--- config.mk ---
export PLATFORM = sky130hd
export DESIGN_NAME = gp0_axil_fifo_bridge
export DESIGN_NICKNAME = d
export VERILOG_FILES = /design/src/rtl/gp0_axil_fifo_bridge.sv
export SDC_FILE = /design/constraint.sdc
export NUM_CORES = 1
export LEC_CHECK = 0
export CORE_AREA = 5 5 237 239
export DETAILED_ROUTE_END_ITERATION = 8
export DIE_AREA = 0 0 242 244
export MAX_ROUTING_LAYER = met4
export PLACE_DENSITY = 0.42
export SLEW_MARGIN = 5
export SYNTH_ARGS = -nofsm -noshare
export SYNTH_HDL_FRONTEND = slang
export SYNTH_SLANG_ARGS = --single-unit
--- constraint.sdc ---
create_clock -name aclk -period 5.1 [get_ports aclk]
set_clock_uncertainty 0.15 [all_clocks]
set_input_delay 0.765 -clock aclk [delete_from_list [all_inputs] [get_ports aclk]]
set_output_delay 0.765 -clock aclk [all_outputs]
set_load 0.02 [all_outputs]
--- src/rtl/gp0_axil_fifo_bridge.sv ---
// AXI4-Lite slave bridging a PS-side register window to two PL stream FIFOs.
// CSR scratch, STATUS, PUSH (into out FIFO) and POP (from in FIFO) registers.
module gp0_axil_fifo_bridge #(
  parameter int C_GP0_AXI_ADDR_WIDTH = 10,
  parameter int C_GP0_AXI_DATA_WIDTH = 32,
  parameter int fifo_els_p           = 4
) (
  input  logic                              aclk,
  input  logic                              areset,
  input  logic [C_GP0_AXI_ADDR_WIDTH-1:0]   gp0_axi_awaddr,
  input  logic [2:0]                        gp0_axi_awprot,
  input  logic                              gp0_axi_awvalid,
  output logic                              gp0_axi_awready,
  input  logic [C_GP0_AXI_DATA_WIDTH-1:0]   gp0_axi_wdata,
  input  logic [C_GP0_AXI_DATA_WIDTH/8-1:0] gp0_axi_wstrb,
  input  logic                              gp0_axi_wvalid,
  output logic                              gp0_axi_wready,
  output logic [1:0]                        gp0_axi_bresp,
  output logic                              gp0_axi_bvalid,
  input  logic                              gp0_axi_bready,
  input  logic [C_GP0_AXI_ADDR_WIDTH-1:0]   gp0_axi_araddr,
  input  logic [2:0]                        gp0_axi_arprot,
  input  logic                              gp0_axi_arvalid,
  output logic                              gp0_axi_arready,
  output logic [C_GP0_AXI_DATA_WIDTH-1:0]   gp0_axi_rdata,
  output logic [1:0]                        gp0_axi_rresp,
  output logic                              gp0_axi_rvalid,
  input  logic                              gp0_axi_rready,
  output logic                              out_v_o,
  output logic [C_GP0_AXI_DATA_WIDTH-1:0]   out_data_o,
  input  logic                              out_ready_i,
  input  logic                              in_v_i,
  input  logic [C_GP0_AXI_DATA_WIDTH-1:0]   in_data_i,
  output logic                              in_ready_o
);

  localparam int DATA_W = C_GP0_AXI_DATA_WIDTH;
  localparam int ADDR_W = C_GP0_AXI_ADDR_WIDTH;
  localparam int STRB_W = DATA_W / 8;
  localparam int PTR_W  = $clog2(fifo_els_p);
  localparam int CNT_W  = PTR_W + 1;
  localparam logic [CNT_W-1:0] FULL_CNT = CNT_W'(fifo_els_p);
  localparam logic [1:0] RESP_OKAY = 2'b00, RESP_SLVERR = 2'b10;
  localparam logic [1:0] A_CSR = 2'd0, A_STATUS = 2'd1, A_PUSH = 2'd2, A_POP = 2'd3;

  typedef enum logic {W_IDLE, W_RESP} w_state_t;
  typedef enum logic {R_IDLE, R_RESP} r_state_t;

  w_state_t r_wstate, w_wstate_nxt;
  r_state_t r_rstate, w_rstate_nxt;

  logic [DATA_W-1:0] r_csr, r_rdata;
  logic              r_ovf, r_udf;
  logic [1:0]        r_bresp, r_rresp;
  logic [DATA_W-1:0] r_out_mem [fifo_els_p];
  logic [DATA_W-1:0] r_in_mem  [fifo_els_p];
  logic [PTR_W-1:0]  r_out_wp, r_out_rp, r_in_wp, r_in_rp;
  logic [CNT_W-1:0]  r_out_cnt, r_in_cnt;

  logic              w_wr_hs, w_rd_hs, w_aw_map, w_ar_map;
  logic [1:0]        w_aw_sel, w_ar_sel;
  logic              w_out_full, w_in_empty;
  logic              w_out_enq, w_out_deq, w_in_enq, w_in_deq;
  logic              w_ovf_set, w_udf_set, w_csr_wr, w_stat_rd;
  logic [DATA_W-1:0] w_status, w_rdata_nxt;
  logic [1:0]        w_rresp_nxt;
  logic              w_unused_ok;

  assign w_unused_ok = &{1'b0, gp0_axi_awprot, gp0_axi_arprot,
                         gp0_axi_awaddr[1:0], gp0_axi_araddr[1:0]};

  assign w_aw_map   = (gp0_axi_awaddr[ADDR_W-1:4] == '0);
  assign w_ar_map   = (gp0_axi_araddr[ADDR_W-1:4] == '0);
  assign w_aw_sel   = gp0_axi_awaddr[3:2];
  assign w_ar_sel   = gp0_axi_araddr[3:2];
  assign w_out_full = (r_out_cnt == FULL_CNT);
  assign w_in_empty = (r_in_cnt == '0);

  always_comb begin
    w_wstate_nxt   = r_wstate;
    w_wr_hs        = 1'b0;
    gp0_axi_bvalid = 1'b0;
    case (r_wstate)
      W_IDLE: if (gp0_axi_awvalid && gp0_axi_wvalid && !areset) begin
        w_wr_hs      = 1'b1;
        w_wstate_nxt = W_RESP;
      end
      W_RESP: begin
        gp0_axi_bvalid = 1'b1;
        if (gp0_axi_bready) w_wstate_nxt = W_IDLE;
      end
      default: w_wstate_nxt = W_IDLE;
    endcase
  end

  always_comb begin
    w_rstate_nxt    = r_rstate;
    w_rd_hs         = 1'b0;
    gp0_axi_arready = 1'b0;
    gp0_axi_rvalid  = 1'b0;
    case (r_rstate)
      R_IDLE: begin
        gp0_axi_arready = !areset;
        if (gp0_axi_arvalid && !areset) begin
          w_rd_hs      = 1'b1;
          w_rstate_nxt = R_RESP;
        end
      end
      R_RESP: begin
        gp0_axi_rvalid = 1'b1;
        if (gp0_axi_rready) w_rstate_nxt = R_IDLE;
      end
      default: w_rstate_nxt = R_IDLE;
    endcase
  end

  assign gp0_axi_awready = w_wr_hs;
  assign gp0_axi_wready  = w_wr_hs;

  // Full/empty decisions use the registered counts, never same-cycle traffic.
  assign w_out_enq = w_wr_hs && w_aw_map && (w_aw_sel == A_PUSH) && !w_out_full;
  assign w_ovf_set = w_wr_hs && w_aw_map && (w_aw_sel == A_PUSH) && w_out_full;
  assign w_csr_wr  = w_wr_hs && w_aw_map && (w_aw_sel == A_CSR);
  assign w_out_deq = out_v_o && out_ready_i;
  assign w_in_enq  = in_v_i && in_ready_o;
  assign w_in_deq  = w_rd_hs && w_ar_map && (w_ar_sel == A_POP) && !w_in_empty;
  assign w_udf_set = w_rd_hs && w_ar_map && (w_ar_sel == A_POP) && w_in_empty;
  assign w_stat_rd = w_rd_hs && w_ar_map && (w_ar_sel == A_STATUS);

  always_comb begin
    w_status        = '0;
    w_status[7:0]   = 8'(r_out_cnt);
    w_status[15:8]  = 8'(r_in_cnt);
    w_status[16]    = r_ovf;
    w_status[17]    = r_udf;
  end

  always_comb begin
    w_rdata_nxt = '0;
    w_rresp_nxt = RESP_OKAY;
    if (w_ar_map) begin
      case (w_ar_sel)
        A_CSR:    w_rdata_nxt = r_csr;
        A_STATUS: w_rdata_nxt = w_status;
        A_POP: begin
          if (w_in_empty) w_rresp_nxt = RESP_SLVERR;
          else            w_rdata_nxt = r_in_mem[r_in_rp];
        end
        default: w_rdata_nxt = '0;
      endcase
    end
  end

  always_ff @(posedge aclk or posedge areset) begin
    if (areset) begin
      r_wstate  <= W_IDLE;
      r_rstate  <= R_IDLE;
      r_bresp   <= RESP_OKAY;
      r_rresp   <= RESP_OKAY;
      r_rdata   <= '0;
      r_csr     <= '0;
      r_ovf     <= 1'b0;
      r_udf     <= 1'b0;
      r_out_wp  <= '0;
      r_out_rp  <= '0;
      r_in_wp   <= '0;
      r_in_rp   <= '0;
      r_out_cnt <= '0;
      r_in_cnt  <= '0;
    end else begin
      r_wstate <= w_wstate_nxt;
      r_rstate <= w_rstate_nxt;
      if (w_wr_hs) r_bresp <= w_ovf_set ? RESP_SLVERR : RESP_OKAY;
      if (w_rd_hs) begin
        r_rdata <= w_rdata_nxt;
        r_rresp <= w_rresp_nxt;
      end
      if (w_csr_wr) begin
        for (int b = 0; b < STRB_W; b++)
          if (gp0_axi_wstrb[b]) r_csr[8*b +: 8] <= gp0_axi_wdata[8*b +: 8];
      end
      // A sticky flag raised in the same cycle as a STATUS read survives the clear.
      if (w_ovf_set)      r_ovf <= 1'b1;
      else if (w_stat_rd) r_ovf <= 1'b0;
      if (w_udf_set)      r_udf <= 1'b1;
      else if (w_stat_rd) r_udf <= 1'b0;
      if (w_out_enq) r_out_wp <= r_out_wp + PTR_W'(1);
      if (w_out_deq) r_out_rp <= r_out_rp + PTR_W'(1);
      if (w_in_enq)  r_in_wp  <= r_in_wp + PTR_W'(1);
      if (w_in_deq)  r_in_rp  <= r_in_rp + PTR_W'(1);
      r_out_cnt <= r_out_cnt + CNT_W'(w_out_enq) - CNT_W'(w_out_deq);
      r_in_cnt  <= r_in_cnt + CNT_W'(w_in_enq) - CNT_W'(w_in_deq);
    end
  end

  always_ff @(posedge aclk) begin
    if (w_out_enq) r_out_mem[r_out_wp] <= gp0_axi_wdata;
    if (w_in_enq)  r_in_mem[r_in_wp]   <= in_data_i;
  end

  assign gp0_axi_bresp = r_bresp;
  assign gp0_axi_rresp = r_rresp;
  assign gp0_axi_rdata = r_rdata;
  assign out_v_o       = (r_out_cnt != '0);
  assign out_data_o    = r_out_mem[r_out_rp];
  assign in_ready_o    = !areset && (r_in_cnt != FULL_CNT);

endmodule
* Word level (Yosys, flattened, before mapping) *
Memories as Yosys holds them, arrays and structs flattened.
Cells that the tools add are included.

storage, ports and cells
  register bits after elaboration = 86
  RAM bits = 256
  output and inout port bits = 75
  word-level logic and storage cells = 90
  memories kept = 2

cells by class
  $add $sub $neg = 8
  equality and inequality tests = 5
  multiplexer cells = 25
  bitwise logic cells = 2
  reductions and logical operators = 31

memory list
  memory     words  width  rd ports  clocked after Yosys merged registers in  write ports  line  text
  r_in_mem   4      32     1         0                                        1            56    logic [DATA_W-1:0] r_in_mem [fifo_els_p];
  r_out_mem  4      32     1         0                                        1            55    logic [DATA_W-1:0] r_out_mem [fifo_els_p];

operators by type and width
  kind                                                 count
  one-hot mux 32 bit (3 select lines)                  1
  2-to-1 mux 32 bit                                    2
  logical AND 1 bit                                    16
  2-to-1 mux 1 bit                                     16
  zero test 6 bit                                      2
  adder 2 x 1 -> 2 bit, second input constant          4
  2-to-1 mux 2 bit                                     4
  AND reduction 2 bit                                  4
  adder 3 x 1 -> 3 bit                                 2
  subtractor 3 x 1 -> 3 bit                            2
  equality test 2 bit, second input constant           2
  zero test 2 bit                                      2
  one-hot mux 1 bit (2 select lines)                   2
  nonzero test 2 bit                                   2
  equality test 3 bit, second input constant           1
  zero test 1 bit                                      3
  zero test 3 bit                                      1
  inequality test 3 bit, second input constant         1
  nonzero test 3 bit                                   1
  equality test 2 x 1 -> 1 bit, second input constant  1
  NOT 1 bit                                            2

* Depth between registers and ports, before layout *
Gate-level depths: netlist of run 1.

  word-level depth = 9
  mapped depth = 10
  depth with buffers taken out = 10

* Least setup slack after synthesis of run 1 *
OpenSTA, ideal clock, no wires.

  path kind = input to register
  from = in gp0_axi_araddr[7]
  to = reg r_in_cnt[2]
  setup time = 0.123 ns
  arrival = 3.090 ns
  required time = 4.827 ns
  path slack = 1.737 ns
  cell stages on the path = 10
  buffers on the path = 2
  cell sequence = or4_1 -> buf_2 -> nor4_4 -> buf_6 -> ha_1 -> inv_1 -> ha_1 -> fa_1 -> xnor2_1 -> xnor2_1

on the way
  cells in the longest elaborated chain, start to end = 5

ends and longest elaborated chain
  element                          line  text
  from (decl)                      21    input logic [C_GP0_AXI_ADDR_WIDTH-1:0] gp0_axi_araddr,
  zero test 6 bit                  73    assign w_ar_map = (gp0_axi_araddr[ADDR_W-1:4] == '0);
  logical AND 1 bit (3 in series)  126   assign w_in_deq = w_rd_hs && w_ar_map && (w_ar_sel == A_POP) && !w_in_empty;
  via w_in_deq                     63    logic w_out_enq, w_out_deq, w_in_enq, w_in_deq;
  subtractor 3 x 1 -> 3 bit        192   r_in_cnt <= r_in_cnt + CNT_W'(w_in_enq) - CNT_W'(w_in_deq);
  to (signal assigned)             192
  to (decl)                        58    logic [CNT_W-1:0] r_out_cnt, r_in_cnt;

The timed path passes the listed nets, and every way through them passes these cells.
A chain may end at the register's enable or synchronous reset.

* Final worst setup path of run 1 *
  from = reg r_out_rp[0]
  to = out out_data_o[8]

on the way
  cells in the longest elaborated chain, start to end = 1

ends and longest elaborated chain
  element                   line  text
  from (decl)               57    logic [PTR_W-1:0] r_out_wp, r_out_rp, r_in_wp, r_in_rp;
  from (signal assigned)    188   if (w_out_deq) r_out_rp <= r_out_rp + PTR_W'(1);
  memory read (4 x 32 bit)  n/a
  to (decl)                 30    output logic [C_GP0_AXI_DATA_WIDTH-1:0] out_data_o,

No other way between the ends.

==> summary.txt, run 1 <==
Run status
  • Status: completed

Global route
  • Largest net degree at the start of global routing: 37
  • GRT overflow: 0
  • All-Layer GR Usage: 0.111
  • Global-route wire length before repair: 48300 um
  • Number of global-route vias before repair: 7041
  • Antenna violations before repair: 6

Finish
  • Post-layout util: 0.317
  • Fill count: 5216
  • NumNets Final: 977
  • Non-Filler Instances: 1590
  • Final std cell area, no fill: 17000 um^2
  • Share of layout cells above drive strength 1: 0.221
  • Area grow syn2layout: 28.2%

Floorplan
  • Placeable Area: 53600 um^2
  • Die height: 244 um
  • Die area: 59000 um^2
  • Rows: 85
  • Starting Density: 0.247
  • Die width: 242 um
  • Top-level port count: 178

Drt
  • DRT Pass-1 Iters: 4
  • Detail Route Antenna Nets: 0
  • Vias: 6593
  • Final Routed Wirelength: 32300 um
  • Vias/cell: 4.15
  • Post-DR wirelength/cell: 20.3 um
  • Starting DRT DRC Count: 428
  • Post-route DRC: 0

Power and ir drop
  • Clock power share: 0.370
  • Seq pwr share: 0.452
  • Switch Pwr: 1.85 mW
  • Combinational power share: 0.178
  • Leak: 6.10 nW
  • Power Dens Cells: 426 nW/um^2
  • Switch share: 0.256
  • Internal Power: 5.38 mW
  • Total chip power: 7.23 mW
  • Peak supply drop: 0.000239 V

Critical path
  • End point of the critical path: out_data_o[8]
  • CP required: 4.18 ns
  • Worst Reg-to-Reg Cells: 9
  • FF-to-FF setup slack: 2.34 ns
  • Reg2reg start: r_wstate
  • CP max FO: 21
  • RR Endpoint: r_out_cnt[2]
  • WP data arrival: 2.87 ns
  • Critical Path End Type: output pin
  • Crit path kind: flop to output pin
  • Crit start category: flop
  • Worst setup startpoint: r_out_rp[0]

Yosys
  • Sequential fraction of the synthesis area: 0.739
  • Post-synth top area cell: edfxtp_1
  • EDFF count, synth: 256
  • Post-Syn Area: 13300 um^2
  • Syn_area_per_cell: 19.9 um^2
  • Synth top area share: 0.580
  • Cells after Synth: 665
  • Top cells by area, synth: edfxtp_1 (58%), dfrtp_1 (16%), mux4_2 (11%)
  • Most common flop cell mapped by yosys: edfxtp_1
  • Ys Warns: 0
  • Synth Register Bits: 340
  • Synth cell count leaders: edfxtp_1 (256), dfrtp_1 (84), nand2_1 (66)
  • Top-count cell post-synth: edfxtp_1
  • Distinct cells, synth: 41
  • Asr flop ratio synth: 0.247

Placed design
  • Placed cells: 1515
  • Hpwl dp: 21200 um
  • DP Area: 15800 um^2
  • I/O Buffers: 165
  • Final Wtd Congestion: 0.730

STA
  • RSZ-0062 raised after global routing: no
  • Final setup viols: 0
  • Max_slew headroom: 0.399
  • Fin. Hold Viols: 0
  • Final min period: 3.79 ns
  • Period utilisation layout: 0.742
  • Final TNS setup: 0 ns
  • Fmax: 264 MHz
  • Max-slew violation count: 0
  • Actual slew at the worst max-slew pin: 0.900 ns

Clocking
  • Clock sink count: 340
  • H-tree Lvls: 2
  • CTS resizes: 0
  • CTS root buffer: clkbuf_16
  • Worst-path clk slew: 0.06 ns
  • Post-CTS Hold Buffers: 0
  • Clock Latency Late Sink: 0.54 ns
  • Cts bufs inserted: 39
  • Bufs on Longest Clock Path: 3
  • Post-CTS Repair Setup Buffers: 0
  • TritonCTS clock tree: built

Run
  • Max Cap Viol: 0

Hold path
  • HP Class: flop to flop
-- power groups by stage --
stage | Sequential, mW | Clock, mW | Combinational, mW
after floorplan | 3.25 | 0 | 0.802
after global placement | 3.33 | 0 | 1.32
after detailed placement | 3.33 | 0 | 1.33
after CTS | 3.28 | 2.79 | 1.33
after global routing | 3.29 | 2.90 | 1.38
final | 3.27 | 2.68 | 1.29
-- area by class of cell --
class	count	area [um^2]	share of cell area
Timing Repair Buffer	184	1790	0.106
Clock inverter	18	143	0.00840
Clock buffer	51	1070	0.0632
Multi-Input combinational cell	279	3240	0.191
Sequential cell	340	9790	0.576
Inverter	16	61.3	0.00361
Antenna cell	6	15.0	0.000884
Tap cell	696	871	0.0513
-- critical path: stages, from the launching register on --
cell	delay, ns
dfrtp_2	0.86
buf_4	0.36
mux4_2	0.56
clkdlybuf4s50_1	0.56
-- how the worst min path moves through the flow --
stage	from	cells past startpoint	to
after CTS	gp0_axi_bresp[1]	2	gp0_axi_bresp[1]
final	gp0_axi_bresp[1]	2	gp0_axi_bresp[1]
after global placement	gp0_axi_bresp[1]	2	gp0_axi_bresp[1]
after detailed placement	gp0_axi_bresp[1]	2	gp0_axi_bresp[1]
after floorplan	r_csr[3]	2	gp0_axi_rdata[3]
after global routing	gp0_axi_bresp[1]	2	gp0_axi_bresp[1]
-- stage by stage --
stage          setup WS, ns  hold WS (ns)
2_1_floorplan          1.74         0.289
3_3_place_gp           1.21         0.313
3_5_place_dp           1.22         0.309
4_1_cts                1.17         0.328
5_1_grt                1.11         0.358
6_report               1.31         0.324
-- metal layers --
metal | GRT usage | vias up | part of all wire
li1 | - | 2999 | -
met4 | 0.0394 | 0 | 0.022
met1 | 0.147 | 3409 | 0.47
met3 | 0.0321 | 46 | 0.057
met2 | 0.166 | 139 | 0.46
met5 | - | - | 0
-- registers in the layout (all words and copies together) (netlist names) --
register	cells
r_udf	1
r_out_cnt	3
r_out_rp	2
r_ovf	1
r_out_wp	2
r_in_cnt	3
r_out_mem	128
gp0_axi_bresp	1
r_csr	32
r_in_rp	2
r_in_mem	128
r_rstate	1
r_in_wp	2
r_wstate	1
gp0_axi_rresp	1
gp0_axi_rdata	32
-- cells in the final DEF, fill, tap and decap left out, types with 5 or more instances in the layout --
cell             instances
clkinv_1                 7
nand2_1                 66
and2_1                   6
a22oi_1                 32
mux2_4                  32
buf_4                   19
mux4_2                  64
edfxtp_1               256
dfrtp_1                 82
ha_1                    12
inv_1                   14
clkinv_2                 6
nor2_1                   6
xnor2_1                  8
diode_2                  6
and3_1                   5
clkdlybuf4s50_1        165
mux2_2                  10
clkbuf_16               41
clkbuf_1                 9
-- kinds of logic (layout without fill, tap and decap cells) --
family,after synthesis,count (layout),synth area share
AO/OA/AOI/OAI,39,39,0.0215
adder cells (fa/ha/maj),14,14,0.0143
other,1,8,0.000283
XOR/XNOR,10,10,0.00661
flip-flops,340,340,0.739
buffers and inverters,47,269,0.0175
multiplexers,106,106,0.153
AND/OR/NAND/NOR,108,108,0.0478
Power figures use the tool's default switching activity.
==> run 2: changes to the inputs <==
- PLACE_DENSITY: 0.42 -> 0.44
- clock period: 5.1 -> 3.1 ns (I/O delays scaled with it)
==> run 2 against run 1 <==
Register-to-register slack lost 1.8 ns. Worst hold slack lost 0.0017 ns. Total power grew 72%. Routed wire length grew 0.24%. Core utilization grew 0.74 points. Worst setup slack lost 1.2 ns. Global-route usage grew 0.10 points. Die area is the same. Non-clock buffer count grew 13. Critical path depth is the same. Sequential cell count is the same. Clock-buffer cell count shrank 1.
==> summary.txt, run 2 (synthesis results as in run 1) <==
Power and ir drop
  • Total chip power: 12.4 mW (+72%)
  • Peak supply drop: 0.000433 V (+82%)
  • Leak: 6.28 nW (+2.9%)
  • Power Dens Cells: 715 nW/um^2 (+68%)

Clocking
  • Clock sink count: 340 (unchanged)
  • Bufs on Longest Clock Path: 3 (unchanged)
  • Clock Latency Late Sink: 0.53 ns (about the same)
  • Worst-path clk slew: 0.06 ns (about the same)
  • Cts bufs inserted: 38 (-2.6%)
  • Post-CTS Hold Buffers: 0 (unchanged)
  • H-tree Lvls: 2 (unchanged)
  • TritonCTS clock tree: built
  • CTS root buffer: clkbuf_16

Drt
  • Final Routed Wirelength: 32300 um (+0.24%)
  • Vias: 6560 (-0.50%)
  • Detail Route Antenna Nets: 0 (unchanged)
  • DRT Pass-1 Iters: 4 (unchanged)
  • Post-DR wirelength/cell: 20.2 um (-0.57%)
  • Starting DRT DRC Count: 325 (-24%)
  • Vias/cell: 4.09 (-1.3%)
  • Post-route DRC: 0 (unchanged)

Critical path
  • CP max stage delay: 0.57 ns (-0.29 ns)
  • Crit start category: flop
  • Critical-path cell list: buf_12 > mux4_2 > clkdlybuf4s50_1
  • Reg2reg start: r_out_cnt[1]
  • RR Endpoint: r_out_cnt[2]
  • Crit path kind: flop to output pin
  • Worst path buffer plus inverter count: 2 (unchanged)
  • Worst setup startpoint: r_out_rp[0]
  • FF-to-FF setup slack: 0.56 ns (-1.78 ns)
  • Worst Reg-to-Reg Cells: 8 (-1)
  • CP max FO: 19 (-9.5%)
  • Critical Path End Type: output pin
  • Crit path max-delay cell type: mux4_2
  • CP required: 2.48 ns (-1.70 ns)
  • WP data arrival: 2.34 ns (-0.53 ns)
  • Crit path max-delay family: buffers and inverters

Placed design
  • Final Wtd Congestion: 0.738 (+1.1%)
  • Hpwl dp: 21400 um (+1.1%)
  • I/O Buffers: 165 (unchanged)

Floorplan
  • Top-level port count: 178 (unchanged)
  • Die height: 244 um (unchanged)
  • Die area: 59000 um^2 (unchanged)
  • Placeable Area: 53600 um^2 (unchanged)
  • Rows: 85 (unchanged)
  • Starting Density: 0.247 (unchanged)
  • Die width: 242 um (unchanged)

Global route
  • Number of global-route vias before repair: 7205 (+2.3%)
  • GRT overflow: 0 (unchanged)
  • Global-route wire length before repair: 48700 um (+0.83%)
  • Antenna violations before repair: 5 (-1)
  • All-Layer GR Usage: 0.112 (+0.00100)
  • Largest net degree at the start of global routing: 42 (+14%)

Finish
  • Fill count: 5150 (-1.3%)
  • FF/Latch Area: 9790 um^2 (about the same)
  • Top flop regs: r_in_mem: 128 flops, r_out_mem: 128 flops
  • Area grow syn2layout: 31.2%
  • Commonest non-fill, non-tap cell in the layout: edfxtp_1
  • Most frequent cells in the layout: edfxtp_1 (256), clkdlybuf4s50_1 (165), dfrtp_1 (82)
  • NumNets Final: 989 (+1.2%)
  • Share of layout cells above drive strength 1: 0.236 (+0.0154)
  • Area of the multi-input gates: 3240 um^2 (unchanged)

STA
  • Max-slew violation count: 0 (unchanged)
  • Period utilisation layout: 0.954
  • RSZ-0062 raised after global routing: no
  • Max_slew headroom: 0.649 (+0.250)
  • Final min period: 2.96 ns
  • Final TNS setup: 0 ns (unchanged)
  • Fin. Hold Viols: 0 (unchanged)
  • Actual slew at the worst max-slew pin: 0.526 ns (-0.374 ns)
  • Fmax: 338 MHz
  • Final setup viols: 0 (unchanged)

Run
  • Max Cap Viol: 0 (unchanged)

Hold path
  • HP Class: input port to asynchronous set/reset pin

Run status
  • Status: completed
## run 2: area by class of cell
cell class,count,area share
Sequential cell,340,0.563
Timing Repair Buffer,197,0.117
Clock buffer,50,0.0627
Tap cell,696,0.0501
Inverter,16,0.00353
Multi-Input combinational cell,279,0.186
Clock inverter,20,0.0159
Antenna cell,5,0.000720
## run 2: where the power goes
group	internal [mW]	switching, mW
registers	5.18	0.117
clock network	3.06	1.79
logic	1.14	1.14
total	9.39	3.05
## run 2: worst max path at each step
stage,end,cells after the start
after floorplan,r_in_cnt[2],10
after global placement,r_out_cnt[2],10
after detailed placement,r_out_cnt[2],10
after CTS,out_data_o[30],3
after global routing,out_data_o[30],3
final,out_data_o[30],3
## run 2: timing repair
action,4_1_cts,5_1_grt
gates resized for setup,1,0
endpoints found under the setup margin,26,0
hold endpoints to repair,0,0
setup buffers,1,0
## run 2: routing by layer
metal / global-route usage / vias to the layer above / routed length, um
met2: 0.176 / 134 / 15400
met5: - / - / 0
met3: 0.0257 / 48 / 1580
li1: - / 3028 / -
met4: 0.0383 / 0 / 768
met1: 0.146 / 3350 / 14600
## run 2: stage by stage
stage / utilization / worst slack, ns / instances / hold slack (ns) / instance area, um^2
final: 0.324 / 0.142 / 1603 / 0.323 / 17400
after global routing: 0.324 / 0.0466 / 1603 / 0.312 / 17400
after CTS: 0.324 / 0.0560 / 1598 / 0.294 / 17400
after detailed placement: 0.298 / -0.249 / 1527 / 0.309 / 16000
after global placement: 0.298 / -0.229 / 1527 / 0.307 / 16000
after floorplan: - / 0.0368 / 666 / 0.289 / 13300
## run 2: worst reg2reg max path: stages, from the launching register on
cell,delay (ns)
dfrtp_1,0.41
or3_1,0.43
and2_1,0.24
ha_1,0.29
inv_1,0.04
ha_1,0.18
fa_1,0.41
xnor2_1,0.19
xnor2_1,0.13
